--- src/rtl/cpu_defs_pkg.sv ---
// Shared CPU datapath definitions: immediate-extension mode encodings.
package cpu_defs_pkg;

  localparam int EXT_MODE_W = 3;

  typedef enum logic [EXT_MODE_W-1:0] {
    EXT_ZERO   = 3'd0,
    EXT_SIGN   = 3'd1,
    EXT_UPPER  = 3'd2,
    EXT_BRANCH = 3'd3,
    EXT_SHAMT  = 3'd4
  } ext_mode_e;

endpackage

--- src/rtl/imm_ext_core.sv ---
// Combinational immediate extender: IMM_W raw field to DATA_W operand,
// with an error flag for reserved modes.
module imm_ext_core
  import cpu_defs_pkg::*;
#(
  parameter int IMM_W   = 16,
  parameter int DATA_W  = 32,
  parameter int SHAMT_W = 5
) (
  input  logic [EXT_MODE_W-1:0] mode,
  input  logic [IMM_W-1:0]      imm,
  output logic [DATA_W-1:0]     data,
  output logic                  err
);

  localparam int EXT_W = DATA_W - IMM_W;

  logic [DATA_W-1:0] sext;

  assign sext = {{EXT_W{imm[IMM_W-1]}}, imm};

  always_comb begin
    data = '0;
    err  = 1'b0;
    case (ext_mode_e'(mode))
      EXT_ZERO:   data = {{EXT_W{1'b0}}, imm};
      EXT_SIGN:   data = sext;
      EXT_UPPER:  data = {imm, {EXT_W{1'b0}}};
      EXT_BRANCH: data = {sext[DATA_W-3:0], 2'b00};
      EXT_SHAMT:  data = {{(DATA_W-SHAMT_W){1'b0}}, imm[SHAMT_W-1:0]};
      default:    err  = 1'b1;
    endcase
  end

endmodule

--- src/rtl/imm_extend_pipe.sv ---
// Registered immediate-extension stage: head output register plus one skid
// register behind a valid/ready handshake, with synchronous flush.
module imm_extend_pipe
  import cpu_defs_pkg::*;
#(
  parameter int IMM_W   = 16,
  parameter int DATA_W  = 32,
  parameter int SHAMT_W = 5,
  parameter int TAG_W   = 5
) (
  input  logic                  CLK,
  input  logic                  Reset,
  input  logic                  Flush,
  input  logic                  in_valid,
  output logic                  in_ready,
  input  logic [IMM_W-1:0]      Immediate,
  input  logic [EXT_MODE_W-1:0] ExtMode,
  input  logic [TAG_W-1:0]      in_tag,
  output logic                  out_valid,
  input  logic                  out_ready,
  output logic [DATA_W-1:0]     Out,
  output logic [TAG_W-1:0]      out_tag,
  output logic                  out_err
);

  logic [DATA_W-1:0] ext_data;
  logic              ext_err;
  logic              skid_valid;
  logic [DATA_W-1:0] skid_data;
  logic [TAG_W-1:0]  skid_tag;
  logic              skid_err;
  logic              accept;
  logic              head_free;

  imm_ext_core #(
    .IMM_W  (IMM_W),
    .DATA_W (DATA_W),
    .SHAMT_W(SHAMT_W)
  ) u_core (
    .mode(ExtMode),
    .imm (Immediate),
    .data(ext_data),
    .err (ext_err)
  );

  // in_ready comes straight off the skid flop, so it never sees out_ready.
  assign in_ready  = !skid_valid;
  assign accept    = in_valid && in_ready;
  assign head_free = !out_valid || out_ready;

  always_ff @(posedge CLK) begin
    if (Reset) begin
      out_valid  <= 1'b0;
      Out        <= '0;
      out_tag    <= '0;
      out_err    <= 1'b0;
      skid_valid <= 1'b0;
      skid_data  <= '0;
      skid_tag   <= '0;
      skid_err   <= 1'b0;
    end else if (Flush) begin
      // Payload registers keep their contents; only the valids are squashed.
      out_valid  <= 1'b0;
      skid_valid <= 1'b0;
    end else if (head_free) begin
      if (skid_valid) begin
        out_valid  <= 1'b1;
        Out        <= skid_data;
        out_tag    <= skid_tag;
        out_err    <= skid_err;
        skid_valid <= 1'b0;
      end else if (accept) begin
        out_valid <= 1'b1;
        Out       <= ext_data;
        out_tag   <= in_tag;
        out_err   <= ext_err;
      end else begin
        out_valid <= 1'b0;
      end
    end else if (accept) begin
      skid_valid <= 1'b1;
      skid_data  <= ext_data;
      skid_tag   <= in_tag;
      skid_err   <= ext_err;
    end
  end

endmodule

--- config.mk ---
export PLATFORM = sky130hd
export DESIGN_NAME = imm_extend_pipe
export DESIGN_NICKNAME = d
export VERILOG_FILES = /design/src/rtl/cpu_defs_pkg.sv /design/src/rtl/imm_ext_core.sv /design/src/rtl/imm_extend_pipe.sv
export SDC_FILE = /design/constraint.sdc
export NUM_CORES = 1
export LEC_CHECK = 0
export CAP_MARGIN = 20
export CORE_AREA = 4 4 99 101
export CTS_CLUSTER_DIAMETER = 30
export DETAILED_ROUTE_END_ITERATION = 12
export DIE_AREA = 0 0 103 105
export HOLD_SLACK_MARGIN = 0.1
export PLACE_DENSITY = 0.68
export REMOVE_ABC_BUFFERS = 1
export SLEW_MARGIN = 20
export SYNTH_ARGS = -nofsm -noshare
export SYNTH_HDL_FRONTEND = slang
export SYNTH_SLANG_ARGS = --single-unit
export TNS_END_PERCENT = 20
--- constraint.sdc ---
create_clock -name CLK -period 1.67 [get_ports CLK]
set_input_delay 0.334 -clock CLK [delete_from_list [all_inputs] [get_ports CLK]]
set_output_delay 0.334 -clock CLK [all_outputs]
set_load 0.02 [all_outputs]
==> run_results.csv, run 1 <==
group,metric,value,unit
global_route,antenna_found_initial,0,
critical_path,slowest_delay,0.61,ns
global_route,grt_pass1_wl,19600,um
cts,insertion_delay,0.34,ns
synthesis,synth_cell_type_count,44,
critical_path,rrSetupSlack,0.22,ns
route,ant_nets,0,
cts,cts_tree,"built",
route,route.vias.total,4063,
timing,period_minus_slack,1.64,ns
floorplan,initial_utilization,43.5,%
route,wire_per_inst,18.2,um
floorplan,dieArea,10800,um^2
synthesis,seq_area_frac_synth,39.8,%
timing,period_share,98.2,%
critical_path,cp-end-kind,"output pin",
layout,nets,563,
global_route,grtUsageTotal,22.3,%
layout,diodes,0,
floorplan,pin_count,69,
timing,skew,0.00863,ns
timing,tightest_slew,0.425,ns
layout,layout-drive-gt1-share,14.1,%
route,drc_errors,0,
global_route,grt_pass1_vias,3853,
critical_path,path_class,"flop to output pin",
timing,rsz0062_at_grt,"false",
placed_design,dp_slack,-0.207,ns
layout,mostFrequentLayoutCells,"77 x dfxtp_1, 47 x a31oi_1, 43 x buf_4, 38 x clkdlybuf4s50_1, 36 x o21ai_0",
synthesis,synthCells,461,
floorplan,die_h,105,um
cts,numCtsBuffers,9,
route,dr.pass1.iters,5,
outcome,status,"finished, final reports clean",
floorplan,fp.dieW,103,um
timing,fmax,0.610,GHz
synthesis,avgSynthCellArea,8.51,um^2
floorplan,row_count,35,
placed_design,gp_congestion,0.824,
critical_path,r2r-end,"Out[2]",
timing,max_slew_margin,71.6,%
timing,slew_viol_final,0,
route,routed_wl,11800,um
cts,clk_pin_slew_worst_paths,0.08,ns
worst_hold_path,min_path_type,"flop to flop",
critical_path,r2r_cells,4,
cts,clock_sinks,78,
placed_design,port_buffers,68,
critical_path,worstPathMaxFanout,2,
timing,setup_violations,0,
cts,clock_path_buffers,2,
synthesis,synth_enable_flop_cells,0,
critical_path,critPathTopFamily,"buffers and inverters",
synthesis,yosys_warnings,0,
pwr,p_total,4.20,mW
pwr,p_leak,2.15,nW
critical_path,critPathBufInv,1,
critical_path,cp.required,1.34,ns
critical_path,startpoint_type,"flop",
timing,hold_violations,0,
flow_run,maxCapViolCount,0,
route,vias_per_cell,6.25,
pwr,peakVddDrop,454,uV
critical_path,cp.arrival,1.31,ns
layout,fillers,817,
critical_path,worstSetupStartpoint,"Out[30]",
route,drt_iter0_drc,257,
synthesis,syn_area,3930,um^2
layout,seq_area,1560,um^2
critical_path,r2r_start,"skid_valid",
critical_path,crit_path_top_delay_cell,"clkdlybuf4s50_1",
layout,areaGrowthSynthToFinish,33.3,%
cts,clock-root-buffer,"clkbuf_8",
global_route,grt_max_degree,51,
global_route,gr-total-overflow,0,
layout,multiInputGateArea,2050,um^2
synthesis,ys.flop_type,"dfxtp_1",
placed_design,dp_hpwl,7790,um
synthesis,ys_ff_latch,78,
timing,setup_ws,0.0308,ns
layout,final_common_cell,"dfxtp_1",
critical_path,crit_end,"Out[30]",
synthesis,synthArstFlopShare,0,%
cts,cts-htree-levels,3,
critical_path,cp_num_cells,1,
floorplan,core,9020,um^2
critical_path,path_cells,"clkdlybuf4s50_1",
pwr,powerDensity,802,nW/um^2
[synth_stat cells, types with 2 or more instances]
cell type | n | area (um^2)
o211ai_1 | 12 | 90.1
a211oi_1 | 25 | 188
a311oi_1 | 26 | 228
buf_2 | 18 | 90.1
buf_4 | 7 | 52.6
o32ai_1 | 11 | 96.3
nor2_1 | 7 | 26.3
nand4_1 | 2 | 12.5
a22oi_1 | 5 | 37.5
clkbuf_1 | 31 | 116
inv_1 | 14 | 52.6
nor2b_1 | 13 | 81.3
o311ai_0 | 3 | 26.3
mux2i_1 | 6 | 60.1
nand2_1 | 29 | 109
a31oi_1 | 47 | 294
a21oi_2 | 2 | 17.5
a21oi_1 | 26 | 130
o2111ai_1 | 2 | 17.5
and3_1 | 11 | 68.8
o21ai_0 | 36 | 180
nand2b_1 | 3 | 18.8
a221oi_1 | 3 | 26.3
o41ai_1 | 4 | 35.0
nand3_1 | 7 | 35.0
dfxtp_1 | 78 | 1560
and3b_1 | 16 | 140
[worst min path at each step]
stage | startpoint | to | slack (ns) | depth (start not counted)
after floorplan | Reset | Out[16] | 0.40 | 1
after global placement | skid_data[1] | skid_data[1] | 0.46 | 2
after detailed placement | skid_data[11] | skid_data[11] | 0.46 | 2
after CTS | Reset | skid_data[30] | 0.47 | 3
after global routing | skid_data[5] | skid_data[5] | 0.50 | 2
final | skid_data[9] | skid_data[9] | 0.48 | 2
[sequential cells by signal, indices dropped and copies added (netlist names)]
name        count
Out            32
skid_data      32
out_tag         5
skid_tag        5
out_err         1
out_valid       1
skid_err        1
skid_valid      1
[power breakdown]
| group | switching [mW] | internal (mW) |
|---|---|---|
| registers | 0.0369 | 1.93 |
| logic | 0.426 | 0.357 |
| clock network | 0.685 | 0.767 |
[worst register-to-register path, cell delays in order (launching register included)]
cell and delay, ns:
dfxtp_2 0.41, buf_4 0.23, buf_4 0.22, a221oi_1 0.07, o41ai_1 0.40
[layout make-up]
cell class	instances	share of cell area (%)
flip-flops and latches	78	29.9
clock buffers	12	2.97
inverters	15	1.08
repair buffers	120	23.5
multi-input cells	310	39.1
well taps	111	2.65
clock inverters	4	0.861
[kinds of logic after synthesis]
group | Yosys count | share of synthesized area (%)
buf+inv | 73 | 8.26
compound gates | 208 | 36.2
simple gates | 96 | 14.2
mux | 6 | 1.53
flops | 78 | 39.8
[metrics by stage]
step	cells	cell area [um^2]	hold slack (ns)	setup TNS (ns)	util [%]
global placement	634	4980	0.459	-5.91	55.2
finish	650	5230	0.477	0	58.0
floorplan	403	3660	0.402	-55.84	-
global route	650	5230	0.497	0	58.0
detailed placement	634	4980	0.465	-7.79	55.2
CTS	650	5170	0.471	0	57.4
[layer usage]
layer  up-vias  global-route usage (%)  wire length (um)
met3        14                    4.54               752
met1      1974                    30.5              5280
met5         -                       0                 0
met4         0                    5.83               125
li1       1933                       -                 -
met2       142                    35.4              5690
[timing repair]
| action | 4_1_cts | 5_1_grt |
|---|---|---|
| buffers inserted | 0 | 0 |
| hold buffers | 0 | 0 |
| endpoints found under the setup margin | 6 | 23 |
| gates resized for setup | 7 | 23 |
| cloned | 0 | 0 |
Note: power is estimated with default switching activity, not from simulation.
==> run 2, diff against run 1 <==
--- a/config.mk
+++ b/config.mk
@@ -6,12 +6,15 @@
 export NUM_CORES = 1
 export LEC_CHECK = 0
 export CAP_MARGIN = 20
-export CORE_AREA = 4 4 99 101
+export CELL_PAD_IN_SITES_DETAIL_PLACEMENT = 0
+export CELL_PAD_IN_SITES_GLOBAL_PLACEMENT = 1
+export CORE_AREA = 4 4 106 108
 export CTS_CLUSTER_DIAMETER = 30
 export DETAILED_ROUTE_END_ITERATION = 12
-export DIE_AREA = 0 0 103 105
+export DIE_AREA = 0 0 110 112
+export GPL_TIMING_DRIVEN = 0
 export HOLD_SLACK_MARGIN = 0.1
-export PLACE_DENSITY = 0.68
+export PLACE_DENSITY_LB_ADDON = 0.1
 export REMOVE_ABC_BUFFERS = 1
 export SLEW_MARGIN = 20
 export SYNTH_ARGS = -nofsm -noshare
==> run_results.csv, run 2 (synthesized netlist as in run 1, its figures left out) <==
group,metric,value,unit
timing,period_minus_slack,1.63,ns
cts,insertion_delay,0.35,ns
timing,rsz0062_at_grt,"true",
timing,fin_hold_ws,0.411,ns
critical_path,cp.arrival,1.30,ns
floorplan,dieArea,12300,um^2
floorplan,pin_count,69,
floorplan,initial_utilization,38.4,%
route,dr.pass1.iters,4,
route,routed_wl,13000,um
critical_path,startpoint_type,"flop",
global_route,grtUsageTotal,20.9,%
pwr,peakVddDrop,359,uV
cts,numCtsBuffers,9,
route,drc_errors,0,
route,vias_per_cell,5.97,
timing,fmax,0.612,GHz
global_route,grt_pass1_vias,3764,
floorplan,core,10200,um^2
critical_path,cp-end-kind,"output pin",
layout,layout.cells.non_filler,639,
layout,reg_top3,"Out (32), skid_data (32)",
timing,period_share,97.9,%
critical_path,critPathTopFamily,"buffers and inverters",
timing,finalSetupTns,0,ns
route,ant_nets,0,
route,wire_per_inst,20.3,um
global_route,grt_max_degree,73,
cts,holdBufCountCts,0,
critical_path,path_class,"flop to output pin",
route,drt_iter0_drc,196,
timing,hold_violations,0,
timing,tightest_slew,0.681,ns
timing,skew,0.00641,ns
placed_design,port_buffers,68,
flow_run,maxCapViolCount,0,
critical_path,path_cells,"clkdlybuf4s50_1",
layout,mostFrequentLayoutCells,"77 x dfxtp_1, 47 x a31oi_1, 37 x clkdlybuf4s50_1, 36 x o21ai_0, 28 x nand2_1",
layout,nets,529,
critical_path,cp.required,1.34,ns
floorplan,die_h,112,um
global_route,gr-total-overflow,0,
layout,areaGrowthSynthToFinish,29.9,%
cts,clock_path_buffers,2,
outcome,status,"finished, final reports clean",
route,route.vias.total,3818,
cts,cts_tree,"built",
placed_design,place_area,4640,um^2
global_route,antenna_found_initial,0,
pwr,p_leak,1.97,nW
timing,max_slew_margin,54.6,%
cts,clock-root-buffer,"clkbuf_8",
placed_design,dpl.cell_count,614,
global_route,grt_pass1_wl,20500,um
cts,cts-htree-levels,3,
layout,final_area,5100,um^2
timing,slew_viol_final,0,
cts,clock_sinks,78,
timing,setup_violations,0,
critical_path,crit_path_top_delay_cell,"clkdlybuf4s50_1",
critical_path,slowest_delay,0.61,ns
floorplan,fp.dieW,110,um
layout,multiInputGateArea,2150,um^2
floorplan,row_count,37,
critical_path,critPathBufInv,1,
placed_design,gp_congestion,0.708,
placed_design,dp_hpwl,7280,um
layout,fillers,993,
layout,final_common_cell,"dfxtp_1",
layout,diodes,0,
layout,seq_area,1570,um^2
critical_path,worstPathMaxFanout,2,
layout,layout-drive-gt1-share,11.1,%
cts,clk_pin_slew_worst_paths,0.08,ns
worst_hold_path,min_path_type,"input port to flop",
pwr,powerDensity,793,nW/um^2
-- run 2: cell count changes in the layout (fill, tap and decap cells not counted), sizes merged --
| cell | before | now |
|---|---|---|
| or2 | 1 | 2 |
| buf | 53 | 17 |
| clkinvlp | 0 | 1 |
| dlymetal6s2s | 23 | 22 |
| inv | 15 | 13 |
| clkinv | 3 | 2 |
| dlygate4sd2 | 6 | 5 |
| nor2 | 8 | 9 |
| clkbuf | 12 | 16 |
| clkdlybuf4s50 | 38 | 37 |
| bufinv | 1 | 0 |
-- run 2: report_power, final --
part	switching, mW	internal [mW]	total, mW
Clock	0.676	0.646	1.32
Combinational	0.441	0.321	0.762
Sequential	0.0362	1.92	1.96
-- run 2: stage by stage --
stage	power, mW	util (%)	worst slack, ns
2_1_floorplan	2.34	-	-1.10
3_3_place_gp	2.70	44.1	-2.93
3_5_place_dp	2.73	45.4	-1.22
4_1_cts	4.05	47.7	-0.169
5_1_grt	4.23	49.8	-0.0395
6_report	4.04	49.8	0.0356
-- run 2: area by class of cell --
class | instances | share of cell area (%)
Inverter | 15 | 1.42
Multi-Input combinational cell | 312 | 42.2
Clock inverter | 1 | 0.0981
Tap cell | 136 | 3.34
Timing Repair Buffer | 84 | 18.9
Sequential cell | 78 | 30.7
Clock buffer | 13 | 3.31
-- run 2: metal layers --
layer | global-route usage, % | wire length (um)
met1 | 28.9 | 5890
met4 | 7.07 | 83
met2 | 33.5 | 6320
met3 | 2.61 | 676
met5 | 0 | 0
-- run 2: timing repair --
item,in CTS,in global routing
pin swaps,4,5
setup buffers,0,9
cloned,1,1
gates resized for setup,20,38
endpoints found under the hold margin,0,0
endpoints found under the setup margin,80,98
-- run 2: final timing paths --
path,from,end,slack (ns),cells past startpoint
max,Out[19],Out[19],0.04,1
min,Reset,skid_data[4],0.41,2
max reg2reg,skid_valid,skid_data[31],0.05,5
min reg2reg,skid_tag[2],skid_tag[2],0.48,2
==> run 3, diff against run 2 <==
--- a/config.mk
+++ b/config.mk
@@ -15,7 +15,6 @@
 export GPL_TIMING_DRIVEN = 0
 export HOLD_SLACK_MARGIN = 0.1
 export PLACE_DENSITY_LB_ADDON = 0.1
-export REMOVE_ABC_BUFFERS = 1
 export SLEW_MARGIN = 20
 export SYNTH_ARGS = -nofsm -noshare
 export SYNTH_HDL_FRONTEND = slang
==> run_results.csv, run 3 (synthesized netlist as in run 1, its figures left out) <==
group,metric,value,unit
floorplan,fp.dieW,110,um
cts,numCtsBuffers,9,
critical_path,path_cells,"clkdlybuf4s50_1",
layout,layout.cells.non_filler,681,
layout,areaGrowthSynthToFinish,31.5,%
timing,hold_violations,0,
cts,clock-root-buffer,"clkbuf_8",
placed_design,gp_congestion,0.890,
cts,clock_path_buffers,2,
timing,finalSetupTns,0,ns
critical_path,slowest_delay,0.61,ns
floorplan,pin_count,69,
placed_design,port_buffers,65,
synthesis,synth_fp_nets,490,
pwr,powerDensity,872,nW/um^2
cts,cts_tree,"built",
route,ant_nets,0,
route,routed_wl,14100,um
critical_path,cp.required,1.34,ns
cts,clk_pin_slew_worst_paths,0.08,ns
route,drc_errors,0,
worst_hold_path,hold_start,"ExtMode[1]",
floorplan,die_h,112,um
critical_path,worstPathMaxFanout,2,
pwr,peakVddDrop,346,uV
layout,mostFrequentLayoutCells,"78 x dfxtp_1, 46 x a31oi_1, 36 x o21ai_0, 34 x clkdlybuf4s50_1, 29 x nand2_1",
critical_path,r2r_start,"skid_valid",
cts,cts-htree-levels,3,
worst_hold_path,min_path_type,"input port to flop",
timing,period_share,98.4,%
timing,tightest_slew,0.700,ns
route,wl_met2,6500,um
placed_design,dp_hpwl,10200,um
placed_design,dpl.cell_count,662,
critical_path,cp-end-kind,"output pin",
layout,nets,569,
critical_path,crit_path_top_delay_cell,"clkdlybuf4s50_1",
global_route,antenna_found_initial,0,
route,dr.pass1.iters,5,
route,drt_iter0_drc,224,
layout,final_common_cell,"dfxtp_1",
cts,insertion_delay,0.36,ns
layout,reg_top3,"Out (32), skid_data (32)",
critical_path,cp.arrival,1.31,ns
layout,layout-drive-gt1-share,14.1,%
route,dr_wl_met3,761,um
timing,slew_viol_final,0,
pwr,p_leak,2.14,nW
worst_hold_path,holdPathEnd,"skid_data[0]",
floorplan,initial_utilization,38.4,%
route,dr.max_layer_used,"met4",
timing,setup_ws,0.0261,ns
global_route,grt_max_degree,15,
cts,clock_sinks,78,
critical_path,critPathBufInv,1,
critical_path,critPathTopFamily,"buffers and inverters",
worst_hold_path,worstHoldPathCells,4,
route,drt-met1-wl,6570,um
timing,setup_violations,0,
global_route,grtUsageTotal,23.1,%
pwr,p_total,4.50,mW
critical_path,r2r_cells,6,
critical_path,r2r-end,"Out[29]",
timing,fmax,0.608,GHz
route,route.vias.total,4065,
critical_path,rrSetupSlack,0.06,ns
timing,max_slew_margin,53.3,%
outcome,status,"finished, final reports clean",
timing,skew,0.0137,ns
critical_path,path_class,"flop to output pin",
timing,rsz0062_at_grt,"true",
route,vias_per_cell,5.97,
layout,diodes,0,
global_route,grt_pass1_wl,21900,um
global_route,grt_pass1_vias,3903,
critical_path,startpoint_type,"flop",
floorplan,row_count,37,
placed_design,dp_slack,-0.657,ns
floorplan,core,10200,um^2
global_route,gr-total-overflow,0,
flow_run,maxCapViolCount,0,
route,wire_per_inst,20.7,um
timing,period_minus_slack,1.64,ns
floorplan,dieArea,12300,um^2
-- run 3: changes by cell type in the layout (fill, tap and decap cells not counted), moves of 4 or more --
cell	previous run	this run
clkbuf_2	1	17
clkbuf_1	1	14
buf_2	0	10
buf_12	7	0
clkbuf_4	2	9
buf_4	6	11
dlymetal6s2s_1	22	26
-- run 3: layout make-up --
class,instances,area (um^2)
Clock inverter,7,120
Inverter,15,60.1
Fill cell,1017,5070
Multi-Input combinational cell,310,2080
Tap cell,136,170
Timing Repair Buffer,68,734
Clock buffer,9,124
Sequential cell,78,1560
Buffer,58,315
-- run 3: worst max-delay path by stage --
stage,start,slack [ns],endpoint,cells after the start
after floorplan,skid_valid,0.26,Out[16],6
after global placement,in_valid,-0.63,skid_data[10],5
after detailed placement,in_valid,-0.66,skid_data[11],5
after CTS,skid_valid,-0.06,in_ready,3
after global routing,out_ready,-0.03,skid_data[31],4
final,Out[6],0.03,Out[6],1
-- run 3: report_power, final --
group | switching [mW] | total (mW) | internal [mW] | leakage, nW
registers | 0.0331 | 1.96 | 1.93 | 0.635
clock network | 0.776 | 1.78 | 1.00 | 0.120
logic | 0.457 | 0.765 | 0.308 | 1.38
-- run 3: per-layer routing --
layer  GRT usage, %  vias up
met4           7.15        0
met3           3.25       18
met5              0        -
met1           33.3     1970
li1               -     1940
met2           35.4      137
-- run 3: per-stage QoR --
stage / area, um^2 / util [%] / hold WS [ns]
final: 5160 / 50.4 / 0.433
after global routing: 5160 / 50.4 / 0.449
after detailed placement: 4750 / 46.4 / 0.466
after floorplan: 3930 / - / 0.450
after CTS: 5030 / 49.2 / 0.415
after global placement: 4750 / 46.4 / 0.460
-- run 3: worst register-to-register path: cells and delay by family, from the launching register on --
kind                   cells  cell delay [ns]
AOI/OAI and AO/OA          2             0.29
buffers and inverters      3             0.56
DFF                        1             0.32
and+or+nand+nor            1             0.30
-- run 3: repair_timing --
item	in CTS	in global routing
hold buffers	0	0
endpoints found under the setup margin	69	87
setup buffers	1	2
pin swaps	2	1
resized for setup	24	53
==> patch: new RTL, config.mk and constraints of run 3 <==
`DATA_W` is set to 32 in 2 places; all go to 24.
--- a/src/rtl/imm_ext_core.sv
+++ b/src/rtl/imm_ext_core.sv
@@ -4,7 +4,7 @@
   import cpu_defs_pkg::*;
 #(
   parameter int IMM_W   = 16,
-  parameter int DATA_W  = 32,
+  parameter int DATA_W  = 24,
   parameter int SHAMT_W = 5
 ) (
   input  logic [EXT_MODE_W-1:0] mode,
--- a/src/rtl/imm_extend_pipe.sv
+++ b/src/rtl/imm_extend_pipe.sv
@@ -4,7 +4,7 @@
   import cpu_defs_pkg::*;
 #(
   parameter int IMM_W   = 16,
-  parameter int DATA_W  = 32,
+  parameter int DATA_W  = 24,
   parameter int SHAMT_W = 5,
   parameter int TAG_W   = 5
 ) (
Interface: changed (resized Out); port bits go from 69 to 61. The function was not compared with the original's and may differ.
==> patch against run 3 <==
  * Final area down 15%
  * Critical endpoint is now Out[3]
  * Final cell count shrank 14%
  * Non-clock buffer count down 26
  * Global-route usage is 4.3 points lower
  * Wire length down 18%
  * Combinational power fell by 12%
  * Critical path type unchanged
  * Sequential cell count is 16 lower
  * Largest power group unchanged
  * Worst hold slack got worse by 0.054 ns
  * Highest routed layer unchanged
  * Power fell by 17%
  * Worst setup slack is essentially flat
  * Synthesized area fell by 14%
==> patch: results (changes against run 3) <==
metric	value	unit	change
outcome	completed		
grt met3 use	3.71	%	+0.46 points
DR top layer	met4		
Crit path max-delay family	buffers and inverters		
top cells by count, synth	dfxtp_1 (62), o21ai_0 (28), a21oi_1 (21)		
combinational group share of total power	18.0	%	+1.0 points
Synth cell types	53		+20%
first-pass GRT wire length	17.8	mm	-19%
initial antenna violation count	0		unchanged
largest registers	Out: 24 flops, skid_data: 24 flops		
worst hold path depth	4		unchanged
routed wl met3	548	um	-28%
met1 Usage GRT	26.0	%	-7.3 points
number of antenna diodes	0		unchanged
RD Place Congestion	0.883		-0.85%
overall routing resource usage	18.8	%	-4.3 points
clk slew on worst S/H paths	0.08	ns	about the same
Placement Setup Slack	-0.406	ns	+0.251 ns
switching power	1.06	mW	-16%
Worst-Skew Late Latency	0.35	ns	
Inserted Clock Buffers	9		unchanged
reg-to-reg startpoint	skid_valid$_SDFFE_PP0P_		
critical path's largest stage delay	0.61	ns	about the same
post-synthesis sequential area ratio	36.6	%	-3.2 points
largest net degree at the start of global routing	12		-3
top post-synthesis cells by area	dfxtp_1 (37%), o21ai_0 (4.1%), a211oi_1 (3.5%)		
syn nets	402		-18%
initial drt markers	135		-40%
asr flop ratio synth	0	%	unchanged
IO buf count	56		-14%
clock root cell	clkbuf_8		
Leakage	1.64	nW	-23%
worst-case reg-to-reg path depth	6		unchanged
HP Start	ExtMode[1]		
Nets	473		-17%
Worst slew margin	57.6	%	+4.3 points
DRT met1 WL	5.38	mm	-18%
DR WL/cell	19.7	um	-5.0%
GRT met2 Usage	29.6	%	-5.8 points
worst-case clock buffer depth	2		unchanged
Slowest cell on crit path	clkdlybuf4s50_1		
fill count	1051		+3.3%
met2 WL	5.39	mm	-17%
pwr/cell area	843	mW/mm2	-3.3%
worst vdd ir	0.418	mV	+21%
fraction of layout cells with a size suffix above 1	20.7	%	+6.6 points
Hold Crit Endpoint	skid_data[0]$_SDFFE_PP0P_		
drt pass-1 iters	5		unchanged
Worst R2R Setup Slack	0.14	ns	+0.08 ns
htree depth	3		unchanged
Min-Delay Path Class	primary input to flip-flop		
Post-DP HPWL	8.45	mm	-17%
Vias	3215		-21%
CP Data Arrival Time	1.31	ns	about the same
crit-path max FO	2		unchanged
FF-to-FF End	Out[10]$_SDFFE_PP0P_		
Max Clock Skew	0.00921	ns	-0.00452 ns
Flop+latch power	1.56	mW	-20%
[patch: kinds of logic (layout without fill, tap and decap cells)]
kind of cell	Yosys count	after routing	share of synthesized area (%)
AO/OA/AOI/OAI	154	154	34.2
flip-flops	62	62	36.6
AND/OR/NAND/NOR	82	82	14.8
buffers and inverters	61	137	9.96
multiplexers	14	14	4.43
[patch: cell type report]
| class | count | area share, % |
|---|---|---|
| timing repair buffer | 60 | 13.9 |
| clock buffer | 10 | 2.89 |
| buffer | 40 | 6.16 |
| multi-input combinational | 250 | 41.2 |
| inverter | 21 | 1.87 |
| clock inverter | 6 | 1.96 |
| sequential | 62 | 28.2 |
| tap | 136 | 3.86 |
[patch: what timing repair did]
action,in CTS,in global routing
endpoints found under the hold margin,0,0
gates resized for setup,10,19
pin swaps,0,1
buffers inserted,3,1
hold buffers,0,0
cloned,0,0
setup endpoints to repair,10,34
[patch: stage by stage]
stage / std cells / hold WS (ns) / instance area, um2
floorplan: 373 / 0.436 / 3390
global placement: 565 / 0.449 / 4120
detailed placement: 565 / 0.453 / 4120
CTS: 584 / 0.363 / 4360
global route: 585 / 0.406 / 4410
finish: 585 / 0.379 / 4410
[patch: worst max path at each step]
stage | from | endpoint | slack, ns | depth (start not counted)
2_1_floorplan | out_valid$_SDFFE_PP0P_ | Out[3]$_SDFFE_PP0P_ | 0.31 | 4
3_3_place_gp | out_ready | Out[19]$_SDFFE_PP0P_ | -0.37 | 5
3_5_place_dp | out_ready | Out[5]$_SDFFE_PP0P_ | -0.41 | 5
4_1_cts | Out[9]$_SDFFE_PP0P_ | Out[9] | 0.004 | 1
5_1_grt | Out[10]$_SDFFE_PP0P_ | Out[10] | 0.0005 | 1
6_report | Out[3]$_SDFFE_PP0P_ | Out[3] | 0.03 | 1
